===== src/rtl/nfc_pkg.sv =====
// nfc_pkg
//   Definitions shared by the NFC atomic command/address sequencer:
//   - the ACG slot indices,
//   - the one-hot FSM state encodings,
//   - the NAND timing defaults, in system clock cycles,
//   - a helper that picks byte k out of the 40-bit CA word.
//   This file has no ports.
package nfc_pkg;

   localparam int cAcgSlotAcs = 3;
   localparam int cAcgSlotDis = 1;

   localparam int cSetupCyclesDefault  = 1;
   localparam int cWELowCyclesDefault  = 2;
   localparam int cWEHighCyclesDefault = 2;
   localparam int cHoldCyclesDefault   = 1;

   localparam int cTimerWidth     = 4;
   localparam int cMaxTimerCycles = 15;

   typedef enum logic [5:0] {
      sIdle   = 6'b000001,
      sSetup  = 6'b000010,
      sWELow  = 6'b000100,
      sWEHigh = 6'b001000,
      sHold   = 6'b010000,
      sDone   = 6'b100000
   } caState_t;

   // Byte 0 is the most significant byte, and it goes out on the bus first.
   function automatic logic [7:0] caByte(input logic [39:0] caData, input logic [2:0] byteIdx);
      logic [7:0] selByte;
      case (byteIdx)
         3'd0:    selByte = caData[39:32];
         3'd1:    selByte = caData[31:24];
         3'd2:    selByte = caData[23:16];
         3'd3:    selByte = caData[15:8];
         3'd4:    selByte = caData[7:0];
         default: selByte = 8'h00;
      endcase
      return selByte;
   endfunction

endpackage


===== src/rtl/nfc_cycle_timer.sv =====
// nfc_cycle_timer
//   Loadable down-counter. It is loaded with (cycles - 1) when a state is entered.
//   oTerminal is high while the count is zero, which marks the last cycle of that state.
//   Ports:
//     iSystemClock  in   clock
//     iReset        in   synchronous, active-high reset (clears the count)
//     iLoad         in   load iLoadValue on this edge
//     iLoadValue    in   pWidth-bit start value
//     oTerminal     out  count == 0
module nfc_cycle_timer #(
   parameter int pWidth = 4
) (
   input  logic              iSystemClock,
   input  logic              iReset,
   input  logic              iLoad,
   input  logic [pWidth-1:0] iLoadValue,
   output logic              oTerminal
);

   logic [pWidth-1:0] count;

   always_ff @(posedge iSystemClock) begin
      if (iReset) begin
         count <= '0;
      end else if (iLoad) begin
         count <= iLoadValue;
      end else if (count != '0) begin
         count <= count - pWidth'(1);
      end
   end

   assign oTerminal = (count == '0);

endmodule


===== src/rtl/nfc_atom_cmd_addr_sync.sv =====
// nfc_atom_cmd_addr_sync
//   Atomic command/address sequencer for ACG slot 3. It sends one command byte
//   (iCASelect=1) or an address burst of 1..5 bytes (iCASelect=0) on the SDR NAND pins.
//   The cycle timing is set by parameters.
//   Ports:
//     iSystemClock, iReset          clock, synchronous active-high reset
//     iStart                        request; taken only while oReady=1
//     iTargetWay[NumberOfWays]      way mask (CE# = ~mask)
//     iCASelect                     1 = command, 0 = address
//     iCAData[40]                   byte k = iCAData[39-8k -: 8]
//     iNumOfData[16]                address bytes - 1, clamped to 4
//     oReady, oLastStep             idle flag, one-cycle done pulse
//     oCE_n, oCLE, oALE, oWE_n      NAND control pins (all registered)
//     oDQ, oDQ_OE                   NAND data bus and its output enable
//
//   state   | meaning
//   --------+-----------------------------------------------------------
//   sIdle   | pins at rest; oReady=1; iStart latches the request
//   sSetup  | CE#/CLE/ALE/DQ driven ahead of the first WE# fall
//   sWELow  | WE# low for the current byte
//   sWEHigh | WE# high; the NAND latches on the rise; DQ still held
//   sHold   | CE#/CLE/ALE held after the last WE# rise
//   sDone   | pins at rest; oLastStep pulse
module nfc_atom_cmd_addr_sync
   import nfc_pkg::*;
#(
   parameter int NumberOfWays  = 4,
   parameter int pSetupCycles  = cSetupCyclesDefault,
   parameter int pWELowCycles  = cWELowCyclesDefault,
   parameter int pWEHighCycles = cWEHighCyclesDefault,
   parameter int pHoldCycles   = cHoldCyclesDefault
) (
   input  logic                    iSystemClock,
   input  logic                    iReset,
   input  logic                    iStart,
   input  logic [NumberOfWays-1:0] iTargetWay,
   input  logic                    iCASelect,
   input  logic [39:0]             iCAData,
   input  logic [15:0]             iNumOfData,
   output logic                    oReady,
   output logic                    oLastStep,
   output logic [NumberOfWays-1:0] oCE_n,
   output logic                    oCLE,
   output logic                    oALE,
   output logic                    oWE_n,
   output logic [7:0]              oDQ,
   output logic                    oDQ_OE
);

   if (pSetupCycles < 1 || pSetupCycles > cMaxTimerCycles ||
       pWELowCycles < 1 || pWELowCycles > cMaxTimerCycles ||
       pWEHighCycles < 1 || pWEHighCycles > cMaxTimerCycles ||
       pHoldCycles < 1 || pHoldCycles > cMaxTimerCycles) begin : gParamCheck
      $error("nfc_atom_cmd_addr_sync: cycle parameters must be in 1..15");
   end

   localparam logic [cTimerWidth-1:0] cSetupLoad  = cTimerWidth'(pSetupCycles - 1);
   localparam logic [cTimerWidth-1:0] cWELowLoad  = cTimerWidth'(pWELowCycles - 1);
   localparam logic [cTimerWidth-1:0] cWEHighLoad = cTimerWidth'(pWEHighCycles - 1);
   localparam logic [cTimerWidth-1:0] cHoldLoad   = cTimerWidth'(pHoldCycles - 1);

   caState_t                state, stateNext;
   logic [NumberOfWays-1:0] wayQ, wayNext;
   logic                    caSelQ, caSelNext;
   logic [39:0]             caDataQ, caDataNext;
   logic [2:0]              lastIdxQ, lastIdxNext;
   logic [2:0]              byteIdxQ, byteIdxNext;

   logic                    timerLoad;
   logic [cTimerWidth-1:0]  timerValue;
   logic                    timerDone;

   logic                    pinsActive;

   nfc_cycle_timer #(
      .pWidth(cTimerWidth)
   ) uCycleTimer (
      .iSystemClock(iSystemClock),
      .iReset      (iReset),
      .iLoad       (timerLoad),
      .iLoadValue  (timerValue),
      .oTerminal   (timerDone)
   );

   always_ff @(posedge iSystemClock) begin
      if (iReset) begin
         state    <= sIdle;
         wayQ     <= '0;
         caSelQ   <= 1'b0;
         caDataQ  <= '0;
         lastIdxQ <= '0;
         byteIdxQ <= '0;
      end else begin
         state    <= stateNext;
         wayQ     <= wayNext;
         caSelQ   <= caSelNext;
         caDataQ  <= caDataNext;
         lastIdxQ <= lastIdxNext;
         byteIdxQ <= byteIdxNext;
      end
   end

   always_comb begin
      stateNext   = state;
      wayNext     = wayQ;
      caSelNext   = caSelQ;
      caDataNext  = caDataQ;
      lastIdxNext = lastIdxQ;
      byteIdxNext = byteIdxQ;
      timerLoad   = 1'b0;
      timerValue  = '0;

      unique case (state)
         sIdle: begin
            if (iStart) begin
               wayNext     = iTargetWay;
               caSelNext   = iCASelect;
               caDataNext  = iCAData;
               // A command is always one byte. An address burst is limited to 5 bytes.
               lastIdxNext = iCASelect ? 3'd0 :
                             (iNumOfData > 16'd4) ? 3'd4 : iNumOfData[2:0];
               byteIdxNext = 3'd0;
               stateNext   = sSetup;
               timerLoad   = 1'b1;
               timerValue  = cSetupLoad;
            end
         end
         sSetup: begin
            if (timerDone) begin
               stateNext  = sWELow;
               timerLoad  = 1'b1;
               timerValue = cWELowLoad;
            end
         end
         sWELow: begin
            if (timerDone) begin
               stateNext  = sWEHigh;
               timerLoad  = 1'b1;
               timerValue = cWEHighLoad;
            end
         end
         sWEHigh: begin
            if (timerDone) begin
               timerLoad = 1'b1;
               if (byteIdxQ != lastIdxQ) begin
                  byteIdxNext = byteIdxQ + 3'd1;
                  stateNext   = sWELow;
                  timerValue  = cWELowLoad;
               end else begin
                  stateNext  = sHold;
                  timerValue = cHoldLoad;
               end
            end
         end
         sHold: begin
            if (timerDone) begin
               stateNext = sDone;
            end
         end
         sDone: begin
            stateNext = sIdle;
         end
         default: begin
            stateNext = sIdle;
         end
      endcase
   end

   // The pin registers are loaded from the next state and the next latched values.
   // This makes every pin change on the same edge as its state change, so the first
   // SETUP cycle already shows the latched request.
   assign pinsActive = stateNext inside {sSetup, sWELow, sWEHigh, sHold};

   always_ff @(posedge iSystemClock) begin
      if (iReset) begin
         oReady    <= 1'b1;
         oLastStep <= 1'b0;
         oCE_n     <= '1;
         oCLE      <= 1'b0;
         oALE      <= 1'b0;
         oWE_n     <= 1'b1;
         oDQ       <= 8'h00;
         oDQ_OE    <= 1'b0;
      end else begin
         oReady    <= (stateNext == sIdle);
         oLastStep <= (stateNext == sDone);
         oCE_n     <= pinsActive ? ~wayNext : '1;
         oCLE      <= pinsActive & caSelNext;
         oALE      <= pinsActive & ~caSelNext;
         oWE_n     <= (stateNext != sWELow);
         oDQ       <= pinsActive ? caByte(caDataNext, byteIdxNext) : 8'h00;
         oDQ_OE    <= pinsActive;
      end
   end

endmodule


===== config.mk =====
export PLATFORM = sky130hd
export DESIGN_NAME = nfc_atom_cmd_addr_sync
export DESIGN_NICKNAME = d
export VERILOG_FILES = /design/src/rtl/nfc_pkg.sv /design/src/rtl/nfc_cycle_timer.sv /design/src/rtl/nfc_atom_cmd_addr_sync.sv
export SDC_FILE = /design/constraint.sdc
export NUM_CORES = 1
export LEC_CHECK = 0
export CORE_ASPECT_RATIO = 1.75
export CORE_MARGIN = 3
export CORE_UTILIZATION = 52
export CTS_BUF_LIST = sky130_fd_sc_hd__clkbuf_8
export DETAILED_ROUTE_END_ITERATION = 8
export PLACE_DENSITY = 0.92
export SLEW_MARGIN = 15
export SYNTH_ARGS = -nofsm -noshare
export SYNTH_HDL_FRONTEND = slang
export SYNTH_SLANG_ARGS = --single-unit
export TNS_END_PERCENT = 100

===== constraint.sdc =====
create_clock -name iSystemClock -period 2.87 [get_ports iSystemClock]
set_input_delay 0.7175 -clock iSystemClock [delete_from_list [all_inputs] [get_ports iSystemClock]]
set_output_delay 0.7175 -clock iSystemClock [all_outputs]
set_load 0.02 [all_outputs]

### Word level (Yosys, flattened, before mapping)

Index checks and enable logic that the tools add are counted.

| word-level totals | value |
|---|---|
| flip-flop bits (word level) | 79 |
| input bits | 64 |
| output and inout port bits | 18 |
| word-level logic and storage cells | 78 |

| operators by class | value |
|---|---|
| $add $sub $neg | 2 |
| magnitude comparators | 1 |
| equality and inequality tests | 17 |
| multiplexer cells | 29 |
| bitwise gates (word level) | 5 |
| reductions and logical operators | 9 |

Operators with widths:

| cell | count |
|---|---|
| 40-bit 2-to-1 mux | 2 |
| 8-bit case mux with 5 select lines | 1 |
| 6-bit 2-to-1 mux | 5 |
| 6-bit case mux with 5 select lines | 1 |
| 16-bit by 3-bit greater-than comparator with 1-bit output, second input constant | 1 |
| 4-bit 2-to-1 mux | 4 |
| 3-bit 2-to-1 mux | 5 |
| 6-bit by 1-bit equality test with 1-bit output, second input constant | 2 |
| 6-bit by 2-bit equality test with 1-bit output, second input constant | 2 |
| 6-bit by 3-bit equality test with 1-bit output, second input constant | 2 |
| 6-bit by 4-bit equality test with 1-bit output, second input constant | 2 |
| 6-bit by 5-bit equality test with 1-bit output, second input constant | 2 |
| 4-bit nonzero test | 2 |
| 1-bit 2-to-1 mux | 7 |
| 3-bit by 2-bit equality test with 1-bit output, second input constant | 2 |
| 6-bit equality test, second input constant | 1 |
| 6-bit by 3-bit inequality test with 1-bit output, second input constant | 1 |
| 3-bit case mux with 2 select lines | 1 |
| 5-bit 2-to-1 mux | 1 |
| 4-bit logical NOT | 1 |
| 4-bit inverter | 1 |
| 1-bit case mux with 2 select lines | 2 |
| 2-bit OR reduction | 2 |
| 4-bit by 1-bit subtractor with 4-bit output, second input constant | 1 |
| 10 further kinds | 12 |

### Logic depth before layout (Yosys ltp)

| depth | value |
|---|---|
| word-level depth | 8 |
| mapped depth | 10 |

### By module

A second synthesis with hierarchy kept.

| unflattened totals | value |
|---|---|
| cell total of the unflattened synthesis | 402 |
| area total of the unflattened synthesis | 3545.9 sq um |

By module, submodules not included:

| module | times used | cells an instance | area each (sq um) | seq. area each (sq um) |
|---|---|---|---|---|
| nfc_atom_cmd_addr_sync | 1 | 378 | 3316.9 | 1501.4 |
| nfc_cycle_timer | 1 | 24 | 229.0 | 80.1 |

### Worst setup path after synthesis

No wires, ideal clock.

| timing path | value |
|---|---|
| path kind | register to register |
| start | register uCycleTimer.count[0] |
| end | register oDQ[6] |
| arrival time | 2147 ps |
| setup slack | 608 ps |
| stages on the path, launching flop included | 10 |
| buffers on the path | 0 |
| clock period less this slack | 2262 ps |
| cell sequence | dfxtp_1 inv_1 ha_1 nor3b_2 nand2_1 nor2_8 mux2_2 o21ai_0 a211oi_1 o21a_1 |

| on the way | value |
|---|---|
| word-level cells in the longest chain between the ends | 7 |
| elaborated cells between the ends (all ways) | 21 |
| those cells by class | eq/ne (8); mux (8); bitwise (1); reduce/logical (4) |

RTL lines:

| element | RTL line | text |
|---|---|---|
| from (decl) | nfc_cycle_timer.sv:20 | `logic [pWidth-1:0] count;` |
| from (signal assigned) | nfc_cycle_timer.sv:26 | `count <= iLoadValue;` |
| from (signal assigned) | nfc_cycle_timer.sv:28 | `count <= count - pWidth'(1);` |
| 4-bit logical NOT (*) | nfc_cycle_timer.sv:32 | `assign oTerminal = (count == '0);` |
| 6-bit 2-to-1 mux (on tied branches) | -- |  |
| 6-bit case mux with 5 select lines | nfc_atom_cmd_addr_sync.sv:113 | `unique case (state)` |
| 6-bit by 2-bit equality test with 1-bit output (tied with other cells) | nfc_atom_cmd_addr_sync.sv:172 | `assign pinsActive = stateNext inside {sSetup, sWELow, sWEHigh, sHold};` |
| 4-bit nonzero test | nfc_atom_cmd_addr_sync.sv:172 |  |
| 1-bit inverter (no line) | -- |  |
| 2-bit OR reduction (no line) | -- |  |
| to (signal assigned) | nfc_atom_cmd_addr_sync.sv:191 | `oDQ <= pinsActive ? caByte(caDataNext, byteIdxNext) : 8'h00;` |
| to (decl) | nfc_atom_cmd_addr_sync.sv:46 | `output logic [7:0] oDQ,` |

Every way passes the cells marked *; elsewhere a longest branch is shown, timed or not.
A chain may end at the register's enable or synchronous reset.

### Worst setup path in the final report

| timing path | value |
|---|---|
| start | input iStart |
| end | register oDQ[7] |

| on the way | value |
|---|---|
| word-level cells in the longest chain between the ends | 6 |
| elaborated cells between the ends (all ways) | 19 |
| those cells by class | eq/ne (8); mux (7); bitwise (1); reduce/logical (3) |

RTL lines:

| element | RTL line | text |
|---|---|---|
| from (decl) | nfc_atom_cmd_addr_sync.sv:35 | `input logic iStart,` |
| 6-bit 2-to-1 mux | nfc_atom_cmd_addr_sync.sv:115 | `if (iStart) begin` |
| 6-bit case mux with 5 select lines | nfc_atom_cmd_addr_sync.sv:113 |  |
| 6-bit by 2-bit equality test with 1-bit output (tied with other cells) | nfc_atom_cmd_addr_sync.sv:172 |  |
| 4-bit nonzero test | nfc_atom_cmd_addr_sync.sv:172 |  |
| 1-bit inverter (no line) | -- |  |
| 2-bit OR reduction (no line) | -- |  |

Several ways; a longest one is shown, not always the timed one.

==> results_dict.tcl <==
set metrics [dict create \
    yosysMostFrequentCell "dfxtp_1" \
    core.rowCount 39 \
    synthTopCellsByArea "dfxtp_1 (44%), nand2_1 (7.4%), mux2i_1 (5.8%)" \
    antenna_found_initial 0 \
    hpwlAfterDp_um 6943 \
    dr.pass1.iters 4 \
    ir_drop_mv 0.4168 \
    drc 0 \
    grt_pass1_vias 3186 \
    syn_area_per_cell_um2 8.746 \
    ys.flop_type "dfxtp_1" \
    synthDominantCellAreaShare 0.4389 \
    hold_buffers 0 \
    status "finished, final reports clean" \
    cts_buffers 9 \
    cts-root-buf "clkbuf_8" \
    grt_max_degree 40 \
    synth_edf_count 0 \
    cp-start-kind "input port" \
    clkSlewWorstSetupHoldPaths_ps 80 \
    avgRoutedWirePerCell_um 16.04 \
    grt_pass1_wl_um 14810 \
    post_cts_buffers 0 \
    worst_hold_path.endpoint "caDataQ[12]" \
    setup.worst_path.class "in2reg" \
    endpoint_kind "flop" \
    core_area_um2 6636 \
    rr_startpoint "uCycleTimer.count[0]" \
    yosysSeqAreaShare 0.4389 \
    vias 3255 \
    area_delta_synth_final_pct 29.69 \
    gr-usage-all-layers 0.2507 \
    hold_violations 0 \
    gr-total-overflow 0 \
    final_nets 557 \
    p_per_area_nw_per_um2 610.2 \
    syn-num-nets 478 \
    reg2regPathDepth 9 \
    clk-insertion-delay-late_ps 360 \
    cts_tree "yes" \
    drt-initial-drc-count 244 \
    synth_common_cells "dfxtp_1 (79), nand2_1 (71), nor2_1 (41)" \
    cp_top_family "compound AO/OA/AOI/OAI gates" \
    start_util 0.5430 \
    place.gp.congestion 1.013 \
    yosysUniqueCellTypes 58 \
    fin_crit_sh 0.8982 \
    synth_area_leader_cell "dfxtp_1" \
    rsz0062_at_grt "no" \
    ys_ff_latch 79 \
    path_cells "clkdlybuf4s50_1 > and3b_1 > and2_2 > buf_12 > a2111oi_0 > a221oi_1 > o21ai_1 > a21oi_2" \
    portBuffers 81 \
    maxCapViolations 0 \
    synthArstFlopShare 0 \
    ys_warn_count 0 \
    ant_nets 0 \
    cp_data_arrival_time_ps 2840 \
    avgViaCountPerCell 5.651 \
    clock_sinks 79 \
    timing.fmax_mhz 387.9 \
    hold_start "caDataQ[12]" \
    slew_headroom 0.5509 \
    worst-slew-pin-transition_ps 673.7 \
    syn-cell-area_um2 3603 \
    crit_path_max_incr_delay_ps 590 \
    diodes 0 \
    die_w_um 68.93 \
    totalWireLength_um 9240 \
    fin_skew_ps 6.135 \
    holdPathStages 2 \
    reg2reg_to "oDQ[1]" \
    r2r_slack_ps 290 \
    crit_fanout 18 \
    synthCells 412 \
    total_power_w 0.002852 \
    clockBufferDepth 2 \
    htreeDepth 3 \
    drv_slew 0 \
    setup_viol 0 \
    io_pins 82 \
    fin_crit_ps 2578 \
    required_ps 3130 \
    power_leakage_nw 1.850 \
    worst_path_max_delay_cell "a2111oi_0" \
    hp-class "reg2reg" \
    dieArea_um2 8004 \
    crit_buf_inv 2 \
    final.setup.tns_ps 0 \
    die_h_um 116.1 \
    layout-drive-gt1-share 0.09717 \
    cts_resized 0 \
]
## worst max path at each step
stage / start / end / slack, ps / depth (start not counted)
after floorplan: uCycleTimer.count[0] / oDQ[6] / 610 / 9
after global placement: iStart / oDQ[0] / 140 / 8
after detailed placement: iStart / oDQ[0] / 10 / 8
after CTS: uCycleTimer.count[0] / oDQ[1] / 310 / 9
after global routing: uCycleTimer.count[0] / oDQ[0] / 130 / 9
final: iStart / oDQ[7] / 290 / 8
## kinds of logic after synthesis
| logic type | after synthesis | share of synthesized area |
|---|---|---|
| AOI/OAI and AO/OA | 97 | 0.1764 |
| DFF | 79 | 0.4389 |
| muxes | 25 | 0.07396 |
| adders and majority gates | 2 | 0.006943 |
| buffers and inverters | 31 | 0.03819 |
| xor gates and xnor gates | 8 | 0.03195 |
| and+or+nand+nor | 170 | 0.2337 |
## routing by layer
layer | GRT usage | vias up | part of all wire
met3 | 0.06256 | 35 | 0.051
met1 | 0.2478 | 1510 | 0.34
met2 | 0.4439 | 115 | 0.55
li1 | - | 1595 | -
met4 | 0.1641 | 0 | 0.056
met5 | 0 | - | 0
## cell type report
type,instances,area [um2]
fill,527,1963
multi-input combinational,302,1886
sequential,79,1582
timing repair buffer,92,900.9
clock buffer,9,123.9
tap,82,102.6
clock inverter,5,52.55
inverter,7,26.28
## power by group
group | leakage (nW) | switching (W) | internal [W] | total (W)
Combinational | 1.11 | 0.000428 | 0.000355 | 0.000783
Sequential | 0.646 | 0.0000796 | 0.00121 | 0.00129
Clock | 0.0961 | 0.000390 | 0.000387 | 0.000777
Total | 1.85 | 0.000897 | 0.00195 | 0.00285
## state kept, by name, summed over array words and instances (netlist names), 3 cells and up
register           flops
caDataQ               40
oDQ                    8
state                  6
oCE_n                  4
uCycleTimer.count      4
wayQ                   4
byteIdxQ               3
lastIdxQ               3
## layout by cell type, fill, tap and decap left out, types with 3 or more instances in the layout
cell type,Yosys,final
a211oi_1,7,7
a21oi_1,36,36
a22oi_1,3,3
and2_1,5,4
buf_4,0,10
clkbuf_8,0,9
clkdlybuf4s50_1,0,80
dfxtp_1,79,79
inv_1,7,8
mux2_2,3,3
mux2i_1,21,21
nand2_1,71,71
nand2b_1,3,3
nand3_1,7,7
nor2_1,41,41
nor2b_1,3,3
nor3_1,14,14
nor4_1,5,5
o21a_1,7,7
o21ai_0,20,20
o22ai_1,7,7
or3_1,6,6
xor2_1,3,3
## through the flow
stage | instance area (um2) | worst slack, ps | util | cells | hold slack, ps
after CTS | 4673 | 311.9 | 0.7042 | 576 | 456.5
after floorplan | 3603 | 608.2 | - | 412 | 435.5
final | 4673 | 292.2 | 0.7042 | 576 | 458.0
after global placement | 4497 | 139.2 | 0.6776 | 562 | 443.0
after detailed placement | 4497 | 14.30 | 0.6776 | 562 | 446.3
after global routing | 4673 | 127.2 | 0.7042 | 576 | 470.0
## worst register-to-register path: stages, from the launching register on
cell and delay, ps:
dfxtp_1 340, inv_1 60, ha_1 190, nor3b_2 460
nand2_1 280, nor2_8 240, xnor2_4 200, mux2i_1 120
a211oi_1 450, o21a_1 190
No activity file was read; power rests on OpenSTA's default activity.
